### src/rtl/uart_rx_core_if.sv
// Signal bundle between a UART receiver core and its user.
// The master drives the serial line, the oversample clock and the frame
// configuration; the slave (the receiver) returns the received word and status.
interface uart_rx_core_if #(
  parameter int DATA_BITS = 8
);
  logic                 rx_clk;
  logic                 rx_in;
  logic                 parity_en;
  logic                 parity_odd;
  logic [DATA_BITS-1:0] rx_data;
  logic                 rx_valid;
  logic                 parity_err;
  logic                 frame_err;
  logic                 rx_busy;

  modport master (
    output rx_clk, rx_in, parity_en, parity_odd,
    input  rx_data, rx_valid, parity_err, frame_err, rx_busy
  );

  modport slave (
    input  rx_clk, rx_in, parity_en, parity_odd,
    output rx_data, rx_valid, parity_err, frame_err, rx_busy
  );
endinterface

### src/rtl/uart_rx_core.sv
// UART receiver core: oversampled start-bit detection, LSB-first data shift,
// optional parity check and stop-bit check. Bit timing is driven by rising
// edges of the baud generator's rx_clk, which is sampled as data on clk.
module uart_rx_core #(
  parameter int OVERSAMPLE = 16,
  parameter int DATA_BITS  = 8
) (
  input  logic            clk,
  input  logic            rst,
  uart_rx_core_if.slave   bus
);

  localparam int TW = (OVERSAMPLE <= 2) ? 1 : $clog2(OVERSAMPLE);
  localparam int BW = $clog2(DATA_BITS + 1);

  // START decides on the (OVERSAMPLE/2 - 1)-th tick after entry, which lands
  // near the middle of the start bit; later bits are sampled a full bit apart.
  localparam logic [TW-1:0] START_LAST = TW'(OVERSAMPLE / 2 - 2);
  localparam logic [TW-1:0] BIT_LAST   = TW'(OVERSAMPLE - 1);
  localparam logic [BW-1:0] BITS_LAST  = BW'(DATA_BITS - 1);

  typedef enum logic [2:0] {
    S_IDLE,
    S_START,
    S_DATA,
    S_PARITY,
    S_STOP
  } state_t;

  logic [1:0]           r_sync;
  logic                 r_rx_clk_d;
  state_t               r_state,      w_state_next;
  logic [TW-1:0]        r_tick_cnt,   w_tick_cnt_next;
  logic [BW-1:0]        r_bit_cnt,    w_bit_cnt_next;
  logic [DATA_BITS-1:0] r_shift,      w_shift_next;
  logic                 r_armed,      w_armed_next;
  logic                 r_par_en,     w_par_en_next;
  logic                 r_par_odd,    w_par_odd_next;
  logic                 r_par_err,    w_par_err_next;
  logic [DATA_BITS-1:0] r_rx_data,    w_rx_data_next;
  logic                 r_rx_valid,   w_rx_valid_next;
  logic                 r_parity_err, w_parity_err_next;
  logic                 r_frame_err,  w_frame_err_next;

  logic w_line;
  logic w_tick;

  assign w_line = r_sync[1];
  assign w_tick = bus.rx_clk & ~r_rx_clk_d;

  // Two-flop synchronizer for the serial line and edge-detect copy of rx_clk.
  always_ff @(posedge clk or posedge rst) begin
    if (rst) begin
      r_sync     <= 2'b11;
      r_rx_clk_d <= 1'b0;
    end else begin
      r_sync     <= {r_sync[0], bus.rx_in};
      r_rx_clk_d <= bus.rx_clk;
    end
  end

  // State register and all datapath registers of the receiver.
  always_ff @(posedge clk or posedge rst) begin
    if (rst) begin
      r_state      <= S_IDLE;
      r_tick_cnt   <= '0;
      r_bit_cnt    <= '0;
      r_shift      <= '0;
      r_armed      <= 1'b0;
      r_par_en     <= 1'b0;
      r_par_odd    <= 1'b0;
      r_par_err    <= 1'b0;
      r_rx_data    <= '0;
      r_rx_valid   <= 1'b0;
      r_parity_err <= 1'b0;
      r_frame_err  <= 1'b0;
    end else begin
      r_state      <= w_state_next;
      r_tick_cnt   <= w_tick_cnt_next;
      r_bit_cnt    <= w_bit_cnt_next;
      r_shift      <= w_shift_next;
      r_armed      <= w_armed_next;
      r_par_en     <= w_par_en_next;
      r_par_odd    <= w_par_odd_next;
      r_par_err    <= w_par_err_next;
      r_rx_data    <= w_rx_data_next;
      r_rx_valid   <= w_rx_valid_next;
      r_parity_err <= w_parity_err_next;
      r_frame_err  <= w_frame_err_next;
    end
  end

  // Next-state and datapath updates; everything advances only on a tick.
  always_comb begin
    w_state_next      = r_state;
    w_tick_cnt_next   = r_tick_cnt;
    w_bit_cnt_next    = r_bit_cnt;
    w_shift_next      = r_shift;
    w_armed_next      = r_armed;
    w_par_en_next     = r_par_en;
    w_par_odd_next    = r_par_odd;
    w_par_err_next    = r_par_err;
    w_rx_data_next    = r_rx_data;
    w_rx_valid_next   = 1'b0;
    w_parity_err_next = r_parity_err;
    w_frame_err_next  = r_frame_err;

    if (w_tick) begin
      w_tick_cnt_next = r_tick_cnt + TW'(1);

      case (r_state)
        S_IDLE: begin
          w_tick_cnt_next = '0;
          if (w_line) begin
            // Seeing the line high arms start detection; this is what keeps
            // a held-low break from being taken as a stream of start bits.
            w_armed_next = 1'b1;
          end else if (r_armed) begin
            w_state_next   = S_START;
            w_par_en_next  = bus.parity_en;
            w_par_odd_next = bus.parity_odd;
            w_par_err_next = 1'b0;
          end
        end

        S_START: begin
          if (r_tick_cnt == START_LAST) begin
            w_state_next = w_line ? S_IDLE : S_DATA;
          end
        end

        S_DATA: begin
          if (r_tick_cnt == BIT_LAST) begin
            w_shift_next                = r_shift >> 1;
            w_shift_next[DATA_BITS-1]   = w_line;
            w_bit_cnt_next              = r_bit_cnt + BW'(1);
            if (r_bit_cnt == BITS_LAST) begin
              w_state_next = r_par_en ? S_PARITY : S_STOP;
            end
          end
        end

        S_PARITY: begin
          if (r_tick_cnt == BIT_LAST) begin
            w_par_err_next = ((^r_shift) ^ w_line) != r_par_odd;
            w_state_next   = S_STOP;
          end
        end

        S_STOP: begin
          if (r_tick_cnt == BIT_LAST) begin
            w_rx_data_next    = r_shift;
            w_parity_err_next = r_par_en & r_par_err;
            w_frame_err_next  = ~w_line;
            w_rx_valid_next   = 1'b1;
            w_armed_next      = 1'b0;
            w_state_next      = S_IDLE;
          end
        end

        default: begin
          w_state_next = S_IDLE;
        end
      endcase

      if (w_state_next != r_state) begin
        w_tick_cnt_next = '0;
        w_bit_cnt_next  = '0;
      end
    end
  end

  assign bus.rx_data    = r_rx_data;
  assign bus.rx_valid   = r_rx_valid;
  assign bus.parity_err = r_parity_err;
  assign bus.frame_err  = r_frame_err;
  assign bus.rx_busy    = (r_state != S_IDLE);

endmodule

### src/flat_wrapper.sv
// flat-port wrapper written by rule: the top's interface ports become plain ports
module uart_rx_core_flat 
#(
  parameter int OVERSAMPLE = 16,
  parameter int DATA_BITS  = 8
)
  (clk, rst, bus_rx_clk, bus_rx_in, bus_parity_en, bus_parity_odd, bus_rx_data, bus_rx_valid, bus_parity_err, bus_frame_err, bus_rx_busy);
  uart_rx_core_if #(.DATA_BITS(DATA_BITS)) bus_i ();
  input  logic clk;
  input  logic rst;
  input wire logic [$bits(bus_i.rx_clk)-1:0] bus_rx_clk;
  input wire logic [$bits(bus_i.rx_in)-1:0] bus_rx_in;
  input wire logic [$bits(bus_i.parity_en)-1:0] bus_parity_en;
  input wire logic [$bits(bus_i.parity_odd)-1:0] bus_parity_odd;
  output wire logic [$bits(bus_i.rx_data)-1:0] bus_rx_data;
  output wire logic [$bits(bus_i.rx_valid)-1:0] bus_rx_valid;
  output wire logic [$bits(bus_i.parity_err)-1:0] bus_parity_err;
  output wire logic [$bits(bus_i.frame_err)-1:0] bus_frame_err;
  output wire logic [$bits(bus_i.rx_busy)-1:0] bus_rx_busy;
  assign bus_i.rx_clk = bus_rx_clk;
  assign bus_i.rx_in = bus_rx_in;
  assign bus_i.parity_en = bus_parity_en;
  assign bus_i.parity_odd = bus_parity_odd;
  assign bus_rx_data = bus_i.rx_data;
  assign bus_rx_valid = bus_i.rx_valid;
  assign bus_parity_err = bus_i.parity_err;
  assign bus_frame_err = bus_i.frame_err;
  assign bus_rx_busy = bus_i.rx_busy;
  uart_rx_core #(.OVERSAMPLE(OVERSAMPLE), .DATA_BITS(DATA_BITS)) u_core (.clk(clk), .rst(rst), .bus(bus_i));
endmodule
### config.mk
export PLATFORM = sky130hd
export DESIGN_NAME = uart_rx_core_flat
export DESIGN_NICKNAME = d
export VERILOG_FILES = /design/src/rtl/uart_rx_core_if.sv /design/src/rtl/uart_rx_core.sv /design/src/flat_wrapper.sv
export SDC_FILE = /design/constraint.sdc
export NUM_CORES = 1
export LEC_CHECK = 0
export BUFFER_PORTS_ARGS = -buffer_cell sky130_fd_sc_hd__buf_2
export CORE_MARGIN = 2
export CORE_UTILIZATION = 58
export DETAILED_ROUTE_END_ITERATION = 8
export PLACE_DENSITY_LB_ADDON = 0.3
export SLEW_MARGIN = 10
export SYNTH_ARGS = -nofsm -noshare
export SYNTH_HDL_FRONTEND = slang
export SYNTH_SLANG_ARGS = --single-unit
### constraint.sdc
create_clock -name clk -period 2.2 [get_ports clk]
set_input_delay 0.11 -clock clk [delete_from_list [all_inputs] [get_ports clk]]
set_output_delay 0.11 -clock clk [all_outputs]
set_load 0.05 [all_outputs]
==> results of run 1 <==
==> stage by stage <==
step	utilization (%)	setup WS, ns	power, mW	hold slack, ns	instance area, um^2
2_1_floorplan	-	0.520	1.30	0.114	1850
3_3_place_gp	65.1	0.421	1.39	0.215	1990
3_5_place_dp	65.1	0.362	1.41	0.216	1990
4_1_cts	69.5	0.333	1.91	0.365	2120
5_1_grt	69.5	0.0617	2.02	0.373	2120
6_report	69.5	0.323	1.90	0.367	2120
==> worst max-delay path by stage <==
stage                    startpoint                    end  slack [ns]  cells after the start
3_5_place_dp   u_core.r_tick_cnt[1]      u_core.r_shift[2]        0.36                      5
6_report       u_core.r_tick_cnt[0]   u_core.r_tick_cnt[1]        0.32                      6
5_1_grt        u_core.r_tick_cnt[0]   u_core.r_tick_cnt[1]        0.06                      6
2_1_floorplan  u_core.r_tick_cnt[0]  u_core.bus.rx_data[0]        0.52                      5
4_1_cts        u_core.r_tick_cnt[0]   u_core.r_tick_cnt[1]        0.33                      6
3_3_place_gp   u_core.r_tick_cnt[1]      u_core.r_shift[7]        0.42                      5
==> state kept, by name, summed over array words and instances (netlist names) <==
name	cells
u_core.bus.rx_data	8
u_core.r_shift	8
u_core.r_bit_cnt	4
u_core.r_tick_cnt	4
u_core.r_state	3
u_core.r_sync	2
u_core.bus.frame_err	1
u_core.bus.parity_err	1
u_core.bus.rx_valid	1
u_core.r_armed	1
u_core.r_par_en	1
u_core.r_par_err	1
u_core.r_par_odd	1
u_core.r_rx_clk_d	1
==> power groups by stage <==
stage               registers (mW)  clock network [mW]  logic, mW
detailed placement           0.942                   0      0.469
floorplan                    0.867                   0      0.433
finish                       0.929               0.490      0.483
global route                 0.951               0.539      0.534
CTS                          0.928               0.504      0.482
global placement             0.936                   0      0.454
==> worst max-delay path: stages, from the launching register on <==
cell      delay, ns
dfrtp_1        0.42
ha_1           0.27
nand3_2        0.17
a21boi_0       0.15
o22ai_1        0.35
nand2b_1       0.18
o31ai_1        0.24
==> final cells by class <==
type	count	area, um^2
fill	237	931
sequential	37	928
multi-input combinational	133	858
timing repair buffer	27	173
clock buffer	7	55.1
tap	44	55.1
clock inverter	1	30.0
inverter	6	22.5
==> kinds of logic after synthesis <==
kind of cell	after synthesis	share of synthesized area (%)
AND/OR/NAND/NOR	74	20.7
adder cells (fa/ha/maj)	3	2.03
AO/OA/AOI/OAI	35	12.4
multiplexers	10	6.09
XOR/XNOR	11	5.21
flip-flops	37	50.2
buffers and inverters	14	3.38
==> metal layers <==
| metal | global-route usage [%] | routed length, um | part of all wire, % | vias up |
|---|---|---|---|---|
| li1 | - | - | - | 702 |
| met1 | 29.7 | 1580 | 43 | 683 |
| met2 | 37.6 | 1890 | 51 | 38 |
| met3 | 6.61 | 186 | 5.0 | 6 |
| met4 | 9.01 | 32 | 0.87 | 0 |
| met5 | 0 | 0 | 0 | - |
==> layout by cell type, fill, tap and decap left out, drive strengths merged, types with 3 or more instances in the layout <==
cell type / instances
a31oi: 4
nand2b: 4
and3: 4
clkbuf: 7
nor2: 8
nand4: 5
o22ai: 3
mux2: 10
nand3: 4
xnor2: 8
dlygate4sd3: 5
o21ai: 7
o31ai: 4
a21oi: 7
nand2: 37
ha: 3
inv: 6
xor2: 3
dfrtp: 35
buf: 22
==> repair_timing <==
action | 4_1_cts | 5_1_grt
setup buffers | 0 | 0
endpoints found under the hold margin | 39 | 0
gates resized for setup | 0 | 0
hold buffers | 5 | 0
==> impl_metrics.env, run 1 <==
export IMPL_endpoint_kind="register"
export IMPL_r2r_end="u_core.r_tick_cnt[1]"
export IMPL_hold_violations=0
export IMPL_vias=1429
export IMPL_grt_max_degree=38
export IMPL_swShare_pct=33.7
export IMPL_clkLatencyLatePin_ns=0.33
export IMPL_grt_pass1_wl_um=6280
export IMPL_pwr_share_seq_pct=48.8
export IMPL_gp_congestion=0.886
export IMPL_syn_area_um2=1850
export IMPL_synth_top_area_share_pct=47.4
export IMPL_fin_skew_ns=0.00493
export IMPL_wl_um=3690
export IMPL_cts_root_buffer="clkbuf_4"
export IMPL_cp_arrival_ns=2.12
export IMPL_io_pins=18
export IMPL_power_internal_mw=1.26
export IMPL_min_delay_start="u_core.r_sync[0]"
export IMPL_clock_sinks=37
export IMPL_synth_cell_types=46
export IMPL_cp_required_ns=2.44
export IMPL_pwr_share_comb_pct=25.4
export IMPL_grt_use_total_pct=23.2
export IMPL_htreeDepth=2
export IMPL_fin_tns_setup_ns=0
export IMPL_finalNetCount=219
export IMPL_grt_pass1_vias=1391
export IMPL_r2r_setup_slack_ns=0.32
export IMPL_ys_warn_count=0
export IMPL_synth_common_cells="nand2_1, dfrtp_1, mux2_2"
export IMPL_die_x_um=60.5
export IMPL_slew_viol_final=0
export IMPL_final_period_utilization_pct=85.3
export IMPL_rsz0062_at_grt="false"
export IMPL_clk_pin_slew_ns=0.11
export IMPL_dpl_cell_count=242
export IMPL_drc_errors=0
export IMPL_slew_headroom_pct=69.1
export IMPL_synth_cells=184
export IMPL_power_density_nw_per_um2=896
export IMPL_net_switching_power_mw=0.641
export IMPL_post_drt_wl_per_cell_um=14.5
export IMPL_port_buffers=17
export IMPL_regToRegStartpoint="u_core.r_tick_cnt[0]"
export IMPL_synth_seq_area_share_pct=50.2
export IMPL_die_y_um=60.5
export IMPL_fmax_mhz=533
export IMPL_status="finished clean"
export IMPL_tightest_slew_ns=0.460
export IMPL_detail_route_antenna_nets=0
export IMPL_ir_worst_vdd_uv=490
export IMPL_coreArea_um2=3050
export IMPL_min_to="u_core.r_sync[1]"
export IMPL_drtIter0Drc=75
export IMPL_rr_worst_depth=6
export IMPL_whs_path_depth=0
export IMPL_synth_enable_flop_cells=0
export IMPL_antenna_found_initial=0
export IMPL_syn_num_nets=193
export IMPL_drtPass1Iterations=4
export IMPL_antenna_cells=0
export IMPL_synth_most_common_cell="nand2_1"
export IMPL_pwr_share_clk_pct=25.8
export IMPL_leakagePower_nw=1.04
export IMPL_maxCapViolations=0
export IMPL_yosysTopAreaCell="dfrtp_1"
export IMPL_cp_max_fo=9
export IMPL_tritoncts="built"
export IMPL_synth_ff_type="dfrtp_1"
export IMPL_syn_avg_cell_area_um2=10.1
export IMPL_ctsLongestPathBuffers=2
export IMPL_min_path_type="reg -> reg"
export IMPL_floorplan_initialDensity_pct=60.6
export IMPL_viasPerCell=5.60
export IMPL_min_period_ns=1.88
export IMPL_ys_ff_latch=37
export IMPL_placementRows=20
export IMPL_synth_async_reset_ratio_pct=100
export IMPL_path_class="reg -> reg"
export IMPL_dieArea_um2=3660
export IMPL_grt_overflow=0
export IMPL_synth_area_leaders="dfrtp_1, nand2_1, mux2_2"
export IMPL_hpwl_um=2590
export IMPL_drive_gt1_share_pct=22.7
export IMPL_setup_viol=0
export IMPL_fin_cells=255
export IMPL_area_growth_pct=14.7
export IMPL_cts_buffers=5
export IMPL_cp_start_kind="register"
Note: power is estimated with default switching activity, not from simulation.
==> run 2: changes to the inputs <==
--- a/config.mk
+++ b/config.mk
@@ -6,6 +6,7 @@
 export NUM_CORES = 1
 export LEC_CHECK = 0
 export BUFFER_PORTS_ARGS = -buffer_cell sky130_fd_sc_hd__buf_2
+export CORE_ASPECT_RATIO = 1.25
 export CORE_MARGIN = 2
 export CORE_UTILIZATION = 58
 export DETAILED_ROUTE_END_ITERATION = 8
==> impl_metrics.env, run 2 (synthesized netlist as in run 1, its figures left out) <==
export IMPL_detail_route_antenna_nets=0
export IMPL_coreArea_um2=3000
export IMPL_endpoint_kind="register"
export IMPL_r2r_setup_slack_ns=0.32
export IMPL_post_drt_wl_per_cell_um=15.4
export IMPL_min_path_type="in -> reg"
export IMPL_net_switching_power_mw=0.657
export IMPL_cp_common_cell="nand2_1"
export IMPL_cp_arrival_ns=2.12
export IMPL_antenna_cells=0
export IMPL_cp_depth=5
export IMPL_area_growth_pct=13.9
export IMPL_regToRegStartpoint="u_core.r_tick_cnt[1]"
export IMPL_swShare_pct=34.3
export IMPL_crit_end="u_core.r_shift[5]"
export IMPL_cts_buffers=5
export IMPL_crit_slowest_cell="or4_1"
export IMPL_fmax_mhz=531
export IMPL_htreeDepth=2
export IMPL_slew_viol_final=0
export IMPL_cp_max_fo=9
export IMPL_placementRows=22
export IMPL_rsz0062_at_grt="false"
export IMPL_setup_viol=0
export IMPL_antenna_found_initial=0
export IMPL_drtPass1Iterations=4
export IMPL_layout_common_cells="nand2_1, dfrtp_1, buf_2"
export IMPL_cp_start_kind="register"
export IMPL_min_period_ns=1.88
export IMPL_crit_family="simple AND/OR/NAND/NOR gates"
export IMPL_clkLatencyLatePin_ns=0.35
export IMPL_r2r_end="u_core.r_shift[5]"
export IMPL_die_x_um=54.5
export IMPL_drtIter0Drc=47
export IMPL_final_period_utilization_pct=85.6
export IMPL_mostFrequentLayoutCell="nand2_1"
export IMPL_post_cts_buffers=0
export IMPL_gp_congestion=0.886
export IMPL_finalNetCount=218
export IMPL_pwr_share_comb_pct=24.7
export IMPL_viasPerCell=5.83
export IMPL_startpoint="u_core.r_tick_cnt[1]"
export IMPL_tritoncts="built"
export IMPL_grt_pass1_vias=1357
export IMPL_cp_buffers_inverters=0
export IMPL_power_density_nw_per_um2=909
export IMPL_hpwl_um=2580
export IMPL_cp_required_ns=2.44
export IMPL_ctsLongestPathBuffers=2
export IMPL_fin_util_pct=70.2
export IMPL_status="finished clean"
export IMPL_vias=1435
export IMPL_dieArea_um2=3660
export IMPL_path_class="reg -> reg"
export IMPL_port_buffers=17
export IMPL_drc_errors=0
export IMPL_grt_max_degree=38
export IMPL_grt_overflow=0
export IMPL_hold_violations=0
export IMPL_drive_gt1_share_pct=23.3
export IMPL_floorplan_initialDensity_pct=61.6
export IMPL_fin_tns_setup_ns=0
export IMPL_tightest_slew_ns=0.465
export IMPL_slew_headroom_pct=68.7
export IMPL_pwr_share_seq_pct=49.0
export IMPL_io_pins=18
export IMPL_maxCapViolations=0
export IMPL_ir_worst_vdd_uv=909
export IMPL_clk_pin_slew_ns=0.11
export IMPL_path_cells="ha_1 > nand3_2 > or4_1 > nand2_1 > nand2_1"
export IMPL_power_internal_mw=1.26
export IMPL_fin_skew_ns=0.0125
export IMPL_wl_um=3800
export IMPL_cts_root_buffer="clkbuf_4"
export IMPL_grt_use_total_pct=24.2
export IMPL_grt_pass1_wl_um=6240
export IMPL_pwr_share_clk_pct=26.3
export IMPL_die_y_um=67.1
export IMPL_clock_sinks=37
export IMPL_critPathMaxStageDelay_ns=0.72
export IMPL_leakagePower_nw=1.04
export IMPL_rr_worst_depth=5
[run 2: cell count changes in the layout (fill, tap and decap cells not counted), sizes merged]
| cell | before | now |
|---|---|---|
| clkbuf | 7 | 6 |
| clkinvlp | 0 | 1 |
| dlygate4sd3 | 5 | 4 |
[run 2: what timing repair did]
action,4_1_cts,5_1_grt
hold endpoints to repair,37,1
gates resized for setup,0,0
hold buffers,3,1
[run 2: through the flow]
step	area (um^2)	power [mW]	worst slack, ns	hold WS (ns)	instances
6_report	2110	1.91	0.316	0.0253	246
5_1_grt	2110	2.02	0.170	0.00218	246
4_1_cts	2100	1.91	0.345	0.00366	245
3_5_place_dp	1980	1.41	0.356	0.217	234
3_3_place_gp	1980	1.39	0.407	0.216	234
2_1_floorplan	1850	1.30	0.520	0.114	184
[run 2: per-layer routing]
metal | share of wire, % | track usage, % | up-vias
met5 | 0 | 0 | -
met1 | 43 | 30.0 | 698
met3 | 3.2 | 5.97 | 6
met2 | 52 | 40.4 | 34
met4 | 1.3 | 8.75 | 0
li1 | - | - | 697
[run 2: how the worst min path moves through the flow]
| stage | from | to | slack (ns) | cells after the start |
|---|---|---|---|---|
| after floorplan | bus_rx_in | u_core.r_sync[0] | 0.11 | 0 |
| after global placement | bus_rx_in | u_core.r_sync[0] | 0.22 | 1 |
| after detailed placement | bus_rx_in | u_core.r_sync[0] | 0.22 | 1 |
| after CTS | bus_parity_en | u_core.r_par_en | 0.004 | 2 |
| after global routing | bus_parity_odd | u_core.r_par_odd | 0.002 | 2 |
| final | bus_parity_odd | u_core.r_par_odd | 0.03 | 2 |
[run 2: area by class of cell]
cell class | count | area [um^2]
Clock buffer | 6 | 51.3
Multi-Input combinational cell | 133 | 858
Sequential cell | 37 | 928
Fill cell | 221 | 895
Timing Repair Buffer | 26 | 163
Clock inverter | 2 | 37.5
Tap cell | 36 | 45.0
Inverter | 6 | 22.5
[run 2: power groups by stage]
stage	registers, mW	clock network, mW	logic, mW
floorplan	0.867	0	0.433
global placement	0.937	0	0.452
detailed placement	0.942	0	0.464
CTS	0.931	0.507	0.474
global route	0.954	0.542	0.525
finish	0.938	0.504	0.473
[run 2: worst register-to-register path, stage by stage (launching register included)]
cell	delay, ns
dfrtp_1	0.41
ha_1	0.25
nand3_2	0.20
or4_1	0.72
nand2_1	0.14
nand2_1	0.06
